[config.mk]
export PLATFORM = sky130hd
export DESIGN_NAME = localbus_stat_slave
export DESIGN_NICKNAME = d
export VERILOG_FILES = /design/src/rtl/localbus_stat_pkg.sv /design/src/rtl/stat_counter.sv /design/src/rtl/localbus_stat_slave.sv
export SDC_FILE = /design/constraint.sdc
export NUM_CORES = 2
export LEC_CHECK = 0
export ABC_AREA = 0
export BUFFER_PORTS_ARGS = -buffer_cell sky130_fd_sc_hd__buf_2
export CELL_PAD_IN_SITES_DETAIL_PLACEMENT = 0
export CELL_PAD_IN_SITES_GLOBAL_PLACEMENT = 1
export CORE_MARGIN = 2
export CORE_UTILIZATION = 40
export CTS_BUF_LIST = sky130_fd_sc_hd__clkbuf_4
export CTS_CLUSTER_DIAMETER = 40
export CTS_CLUSTER_SIZE = 10
export DETAILED_ROUTE_END_ITERATION = 16
export PLACE_DENSITY = 0.78
export SLEW_MARGIN = 20
export SYNTH_ARGS = -nofsm -noshare
export SYNTH_HDL_FRONTEND = slang
export SYNTH_SLANG_ARGS = --single-unit
[constraint.sdc]
create_clock -name clk -period 21.1 [get_ports clk]
set_clock_uncertainty 0.15 [all_clocks]
set_input_delay 2.11 -clock clk [delete_from_list [all_inputs] [get_ports clk]]
set_output_delay 2.11 -clock clk [all_outputs]
set_load 0.05 [all_outputs]
[src/rtl/localbus_stat_pkg.sv]
// rtl/localbus_stat_pkg.sv - shared encodings and address map for the localbus statistics slave
package localbus_stat_pkg;

  typedef enum logic [1:0] {
    IDLE     = 2'd0,
    WAIT_CS  = 2'd1,
    WAIT_REL = 2'd2
  } state_t;

  localparam int REGION_BIT = 8;
  localparam int IDX_MSB    = 5;
  localparam int IDX_LSB    = 0;
  localparam int IDX_W      = IDX_MSB - IDX_LSB + 1;

  localparam int CTRL_EN_BIT  = 0;
  localparam int CTRL_CLR_BIT = 1;

  localparam logic [1:0] OFF_CTRL = 2'd0;
  localparam logic [1:0] OFF_ID   = 2'd1;

  localparam logic [31:0] ID_VALUE = 32'h5354_4154;

  // clr_all is self-clearing, so only cnt_en is ever visible on a CTRL read
  function automatic logic [31:0] ctrl_word(input logic en);
    ctrl_word = '0;
    ctrl_word[CTRL_EN_BIT] = en;
  endfunction

endpackage

[src/rtl/stat_counter.sv]
// rtl/stat_counter.sv - one saturating event counter with clear and read-to-clear
module stat_counter #(
  parameter int CNT_W = 32
) (
  input  logic             clk,
  input  logic             reset,
  input  logic             inc,
  input  logic             en,
  input  logic             clr,
  input  logic             rd_clr,
  output logic [CNT_W-1:0] count
);

  localparam logic [CNT_W-1:0] MAX = '1;
  localparam logic [CNT_W-1:0] ONE = CNT_W'(1);

  logic bump;
  assign bump = inc & en;

  // clear wins; a read-to-clear keeps a same-cycle event; otherwise count up and stick at all-ones
  always_ff @(posedge clk or posedge reset) begin
    if (reset)
      count <= '0;
    else if (clr)
      count <= '0;
    else if (rd_clr)
      count <= bump ? ONE : '0;
    else if (bump && count != MAX)
      count <= count + ONE;
  end

endmodule

[src/rtl/localbus_stat_slave.sv]
// rtl/localbus_stat_slave.sv - localbus slave exposing statistics counters and CTRL/ID registers (option: LOCALBUS_STAT_RD_CLR_EN)
module localbus_stat_slave
  import localbus_stat_pkg::*;
#(
  parameter int CNT_NUM = 16,
  parameter int CNT_W   = 32
) (
  input  logic               clk,
  input  logic               reset,
  input  logic               cs_n,
  input  logic               rd_wr,
  input  logic [31:0]        data,
  input  logic               ale,
  output logic               ack_n,
  output logic [31:0]        data_out,
  input  logic [CNT_NUM-1:0] cnt_inc,
  input  logic               cnt_clr
);

  state_t             state, next_state;
  logic [31:0]        addr;
  logic               cnt_en;
  logic               access, do_rd, do_wr, wr_ctrl, clr_all;
  logic [IDX_W-1:0]   idx;
  logic [CNT_W-1:0]   cnt_q [CNT_NUM];
  logic [CNT_NUM-1:0] rd_clr;
  logic [31:0]        rd_cnt, rd_val;
  logic               unused_addr;

  assign idx         = addr[IDX_MSB:IDX_LSB];
  assign unused_addr = ^{addr[31:REGION_BIT+1], addr[REGION_BIT-1:IDX_MSB+1]};

  // state register
  always_ff @(posedge clk or posedge reset) begin
    if (reset)
      state <= IDLE;
    else
      state <= next_state;
  end

  // next state: latch address, wait for chip select, wait for release
  always_comb begin
    next_state = state;
    case (state)
      IDLE:     if (ale)   next_state = WAIT_CS;
      WAIT_CS:  if (!cs_n) next_state = WAIT_REL;
      WAIT_REL: if (cs_n)  next_state = IDLE;
      default:  next_state = IDLE;
    endcase
  end

  // access decode for the single cycle in which cs_n is sampled low in WAIT_CS
  always_comb begin
    access  = (state == WAIT_CS) && !cs_n;
    do_rd   = access && rd_wr;
    do_wr   = access && !rd_wr;
    wr_ctrl = do_wr && addr[REGION_BIT] && (addr[1:0] == OFF_CTRL);
    clr_all = wr_ctrl && data[CTRL_CLR_BIT];
  end

  // counter select; out-of-range indices match nothing and read as zero
  always_comb begin
    rd_cnt = '0;
    rd_clr = '0;
    for (int i = 0; i < CNT_NUM; i++) begin
      if (idx == IDX_W'(i)) begin
        rd_cnt = 32'(cnt_q[i]);
`ifdef LOCALBUS_STAT_RD_CLR_EN
        rd_clr[i] = do_rd && !addr[REGION_BIT];
`endif
      end
    end
  end

  // read data mux across counter and control regions
  always_comb begin
    rd_val = '0;
    if (addr[REGION_BIT]) begin
      case (addr[1:0])
        OFF_CTRL: rd_val = ctrl_word(cnt_en);
        OFF_ID:   rd_val = ID_VALUE;
        default:  rd_val = '0;
      endcase
    end else begin
      rd_val = rd_cnt;
    end
  end

  // registered bus outputs, latched address and CTRL enable
  always_ff @(posedge clk or posedge reset) begin
    if (reset) begin
      addr     <= '0;
      ack_n    <= 1'b1;
      data_out <= '0;
      cnt_en   <= 1'b1;
    end else begin
      if (state == IDLE && ale)
        addr <= data;
      ack_n <= (next_state != WAIT_REL);
      if (do_rd)
        data_out <= rd_val;
      if (wr_ctrl)
        cnt_en <= data[CTRL_EN_BIT];
    end
  end

  for (genvar g = 0; g < CNT_NUM; g++) begin : g_cnt
    stat_counter #(.CNT_W(CNT_W)) u_cnt (
      .clk    (clk),
      .reset  (reset),
      .inc    (cnt_inc[g]),
      .en     (cnt_en),
      .clr    (cnt_clr | clr_all),
      .rd_clr (rd_clr[g]),
      .count  (cnt_q[g])
    );
  end

endmodule

# Yosys cells after proc, flatten, opt, wreduce, memory -nomap -nowiden
# Index checks and enable logic that the tools add are counted.
[classes]
n_addsub = 16
multipliers = 0
n_div = 0
order_cmp = 0
n_eq_ne = 35
shifts = 0
mux = 54
bitwise_logic = 17
n_reduce_logical = 44
[ops]
columns = ["cell", "count"]
rows = [
  ["two-way mux 32 bit", 49],
  ["adder 32 x 1 -> 32 bit (second input constant)", 16],
  ["!= test 32 bit (second input constant)", 16],
  ["one-hot mux 31 bit (2 select lines)", 1],
  ["equality test 6 x 4 -> 1 bit (second input constant)", 8],
  ["nonzero test 2 bit", 16],
  ["equality test 6 x 3 -> 1 bit (second input constant)", 4],
  ["logical AND 1 bit", 23],
  ["bitwise AND 1 bit", 16],
  ["equality test 6 x 2 -> 1 bit (second input constant)", 2],
  ["equality test 6 x 1 -> 1 bit (second input constant)", 1],
  ["zero test 6 bit", 1],
  ["two-way mux 2 bit", 3],
  ["one-hot mux 2 bit (3 select lines)", 1],
  ["equality test 2 x 1 -> 1 bit (second input constant)", 2],
  ["zero test 2 bit", 2],
  ["equality test 2 bit (second input constant)", 1],
  ["zero test 1 bit", 2],
  ["!= test 2 bit (second input constant)", 1],
  ["bitwise OR 1 bit", 1],
]
[totals]
register_bits = 557
latchBits = 0
mem_bits_rw = 0
rom_bits = 0
in_bits = 54
out_inout_bits = 33
elab_cells = 187
mem_count = 0

# Longest topological paths before layout
[depth]
depth_word = 18
ltp_mapped = 11
ltp_nobuf = 7

# By module
# A second synthesis with hierarchy kept.
[unflattened]
cells_unflattened = 4095
area_unflattened_um2 = 35285.1
[modules_own_cells]
columns = ["mod", "n_inst", "cells_each", "area_each_um2"]
rows = [
  ["stat_counter at g_cnt[10].u_cnt ...", 14, 203, 1799.2],
  ["localbus_stat_slave", 1, 855, 6459.9],
  ["stat_counter at g_cnt[0].u_cnt ...", 2, 199, 1818.0],
]

# Worst setup path before layout
# Ideal clock, no wire load.
[synth_path]
path_kind = "input port to flip-flop"
start = "in cs_n"
end = "reg g_cnt[14].u_cnt.count[0]"
setup_ps = 132
arrival_time_ps = 3621
path_slack_ps = 17197
stages = 7
path_buffers = 3
path_cell_list = "nor4b_1 -> and3_1 -> a21o_1 -> clkbuf_1 -> clkbuf_1 -> clkbuf_1 -> nor2_1"
[synth_via]
elab_chain_cells = 8
word_cells_on_any_way = 9
[synth_rtl]
columns = ["item", "line_no", "source"]
rows = [
  ["start: declaration", "localbus_stat_slave.sv:10", "input logic cs_n,"],
  ["zero test 1 bit (*)", "localbus_stat_slave.sv:54", "access = (state == WAIT_CS) && !cs_n;"],
  ["logical AND 1 bit (*)", "localbus_stat_slave.sv:54", ""],
  ["logical AND 1 bit (*)", "localbus_stat_slave.sv:56", "do_wr = access && !rd_wr;"],
  ["logical AND 1 bit (*) (2 in series)", "localbus_stat_slave.sv:57", "wr_ctrl = do_wr && addr[REGION_BIT] && (addr[1:0] == OFF_CTRL);"],
  ["logical AND 1 bit (*)", "localbus_stat_slave.sv:58", "clr_all = wr_ctrl && data[CTRL_CLR_BIT];"],
  ["bitwise OR 1 bit (*)", "localbus_stat_slave.sv:113", ".clr (cnt_clr | clr_all),"],
  ["two-way mux 32 bit or nonzero test 2 bit (tied branches)", "-", ""],
  ["end signal: assignment", "stat_counter.sv:27", "count <= bump ? ONE : '0;"],
  ["end signal: assignment", "stat_counter.sv:29", "count <= count + ONE;"],
  ["end: declaration", "stat_counter.sv:11", "output logic [CNT_W-1:0] count"],
]
# Mark *: on every way between the ends. The rest lies on a longest branch, timed or not.
# A chain may end at the register's enable or synchronous reset.

# Worst setup path after layout
[layout_path]
start = "in cs_n"
end = "reg g_cnt[11].u_cnt.count[22]"
[layout_via]
elab_chain_cells = 8
word_cells_on_any_way = 9
[layout_rtl]
columns = ["item", "line_no"]
rows = [
  ["zero test 1 bit (*)", "localbus_stat_slave.sv:54"],
  ["logical AND 1 bit (*)", "localbus_stat_slave.sv:54"],
  ["logical AND 1 bit (*)", "localbus_stat_slave.sv:56"],
  ["logical AND 1 bit (*) (2 in series)", "localbus_stat_slave.sv:57"],
  ["logical AND 1 bit (*)", "localbus_stat_slave.sv:58"],
  ["bitwise OR 1 bit (*)", "localbus_stat_slave.sv:113"],
  ["two-way mux 32 bit or nonzero test 2 bit (tied branches)", "-"],
  ["end signal: assignment", "stat_counter.sv:27"],
  ["end signal: assignment", "stat_counter.sv:29"],
  ["end: declaration", "stat_counter.sv:11"],
]
# Marks and branches as above.

==> results.tsv <==
metric	value	unit
finalWirelength	114.9	mm
grt_max_degree	199	
rr_worst_depth	6	
overflow	0	
cts-htree-levels	3	
start_util	40.56	%
rrSetupSlack	16.51	ns
worstPathArrival	6.01	ns
die_w	290.3	µm
die_h	290.3	µm
drcViolationCount	0	
syn_avg_cell_area	8.883	µm²
dieArea	0.08425	mm²
cts_hold_buffers	0	
power.total	3.030	mW
first_iter_violations	3231	
hold_end	data_out[31]$_DFFE_PP0P_	
dpl_cell_area	0.03409	mm²
yosysWarnings	0	
finalSetupViolations	0	
internal_power	1.895	mW
placement.io_buffers	61	
ys_async_sr_fraction	100.0	%
antenna_found_initial	3	
cts_root_buf	clkbuf_4	
fin_tns_setup	0	ns
startpoint_type	primary input	
gp_congestion	0.9511	
vias_per_cell	6.055	
area_growth	10.08	%
outcome	finished clean	
combPwrFrac	24.0	%
cts_tree	built	
critical_path.cell_chain	buf_2, nor4b_1, and3_1, a21o_4, buf_4, buf_4, nor2_1	
firstDrtPassIters	6	
core_area	0.08081	mm²
worstMarginPinSlew	1.144	ns
boundaryPins	87	
place_inst	4660	
grt_util_all_layers	27.00	%
ys_ff_latch	555	
required	21.73	ns
path_common_cell	buf_4	
fin_cells	4858	
cts_setup_buffers	0	
end_kind	register	
cts_resized	0	
vias	29417	
postRouteAntennaNets	0	
rows	104	
finalCriticalPeriod	5.385	ns
slew_viol_final	0	
netSwitchingPower	1.136	mW
hold_viol	0	
fmax	185.7	MHz
max_stage_delay	0.80	ns
ys_types	91	
clk-insertion-delay-late	1.00	ns
regToRegStartpoint	state[1]$_DFF_PP0_	
hold_class	register to register	
wl_per_cell	23.66	µm
cts.sinks	555	
peakVddDrop	0.0001015	V
timing.rr.end	g_cnt[11].u_cnt.count[22]$_DFFE_PP0P_	
synth_commonest_cells	567 x nor2_1, 553 x dfrtp_1, 293 x nand2_1	
clock_path_buffers	3	
syn_area	0.03278	mm²
grt_pass1_wl	175.8	mm
crit_fanout	79	
p_leak	14.13	nW
nNetsFinal	3776	
clk_pin_slew	0.10	ns
cts_buffers	104	
yosysMostFrequentCell	nor2_1	
synth_nets	3760	
synthCells	3690	
hold_start	data_out[31]$_DFFE_PP0P_	
p_per_area	83.98	mW/mm²
design_area	0.03608	mm²
pwr-share-seq	39.7	%
post-dp-hpwl	82.22	mm
ys.flop_type	dfrtp_1	
yosysTopAreaCellShare	42.22	%
holdPathStages	1	
p_clk_share	36.3	%
synth_edf_count	0	
maxCapViolCount	0	
slowest_stage	buf_4	
grt_pass1_vias	27277	
critical_path_class	primary input to register	
rsz0062_at_grt	false	
netSwitchingFraction	37.48	%
fin_crit_sh	25.52	%
yosysTopAreaCell	dfrtp_1	
synthTopCellsByArea	dfrtp_1 42%, nor2_1 6.5%, xor2_1 6.0%, xnor2_1 5.3%, nand3_1 3.4%	
slew-limit-headroom	23.04	%
seq_area_frac_synth	42.38	%
drive_above_1_share	10.56	%
-- stage by stage --
step	worst slack [ns]	util, %	hold WS, ns
final	15.72	44.66	0.3602
after detailed placement	14.66	42.18	0.3330
after global placement	14.65	42.18	0.3330
after global routing	15.51	44.66	0.3799
after floorplan	3.324	-	0.3306
after CTS	15.68	44.64	0.3570
-- final cells by class --
type                    instances  area (µm²)
well taps                    1060        1326
repair buffers                105       673.1
multi-input cells            2883       17980
flip-flops and latches        555       13900
clock buffers                 116       870.8
fillers                      8001       44720
diodes                          2       5.005
inverters                      57       221.5
clock inverters                80        1112
-- sequential cells by signal, indices dropped and copies added, names as in the netlist --
register	count
cnt_en	1
state	2
data_out	32
addr	7
ack_n	1
g_cnt.u_cnt.count	512
-- worst max-delay path, delay by kind of cell --
kind | cells | cell delay, ns
AO/OA/AOI/OAI | 1 | 0.62
AND/OR/NAND/NOR | 3 | 1.46
buffers and inverters | 3 | 1.73
-- worst max path at each step --
stage / startpoint / end / slack (ns)
2_1_floorplan: reset / addr[0]$_DFFE_PP0P_ / 3.32
3_3_place_gp: cs_n / g_cnt[14].u_cnt.count[18]$_DFFE_PP0P_ / 14.65
3_5_place_dp: cs_n / g_cnt[14].u_cnt.count[18]$_DFFE_PP0P_ / 14.66
4_1_cts: cs_n / g_cnt[11].u_cnt.count[11]$_DFFE_PP0P_ / 15.68
5_1_grt: cs_n / g_cnt[11].u_cnt.count[25]$_DFFE_PP0P_ / 15.51
6_report: cs_n / g_cnt[11].u_cnt.count[22]$_DFFE_PP0P_ / 15.72
-- power by group through the flow --
stage	Combinational [mW]	Clock, mW	Sequential (mW)
finish	0.727	1.10	1.20
global route	0.756	1.17	1.21
CTS	0.705	1.12	1.20
detailed placement	0.703	0	1.22
global placement	0.699	0	1.22
floorplan	0.435	0	1.21
-- cell usage in the layout, fill, tap and decap left out, drive strengths merged, types with 12 or more instances in the layout --
| master | Yosys | routed |
|---|---|---|
| a211oi | 22 | 22 |
| a21oi | 148 | 148 |
| a22o | 16 | 16 |
| a22oi | 27 | 27 |
| a31oi | 29 | 29 |
| and2 | 37 | 37 |
| and3 | 87 | 87 |
| and4 | 74 | 74 |
| buf | 57 | 105 |
| bufinv | 0 | 25 |
| clkbuf | 138 | 116 |
| clkinv | 0 | 35 |
| clkinvlp | 0 | 12 |
| dfrtp | 553 | 553 |
| ha | 16 | 16 |
| inv | 57 | 65 |
| mux2 | 22 | 22 |
| mux2i | 34 | 34 |
| mux4 | 36 | 36 |
| nand2 | 294 | 294 |
| nand3 | 224 | 224 |
| nand4 | 177 | 177 |
| nor2 | 568 | 568 |
| nor3 | 122 | 122 |
| nor4 | 59 | 59 |
| o211ai | 22 | 22 |
| o21ai | 175 | 175 |
| o221ai | 17 | 17 |
| o22ai | 16 | 16 |
| or3 | 70 | 70 |
| or4 | 14 | 14 |
| xnor2 | 198 | 198 |
| xor2 | 224 | 224 |
-- routing by layer --
| metal | track usage (%) | wire [µm] | vias up |
|---|---|---|---|
| li1 | - | - | 13389 |
| met3 | 4.650 | 9646 | 226 |
| met5 | 0 | 0 | - |
| met2 | 39.71 | 49400 | 1283 |
| met4 | 11.42 | 5279 | 0 |
| met1 | 39.10 | 50590 | 14519 |
-- logic make-up after synthesis --
kind of cell             after synthesis  share of synthesized area (%)
flip-flops                           555                          42.38
AND/OR/NAND/NOR                     1781                          27.24
adder cells (fa/ha/maj)               16                         0.6107
XOR/XNOR                             422                          11.28
buffers and inverters                252                          3.088
multiplexers                          92                          4.268
AO/OA/AOI/OAI                        572                          11.14
Note: power is estimated with default switching activity, not from simulation.
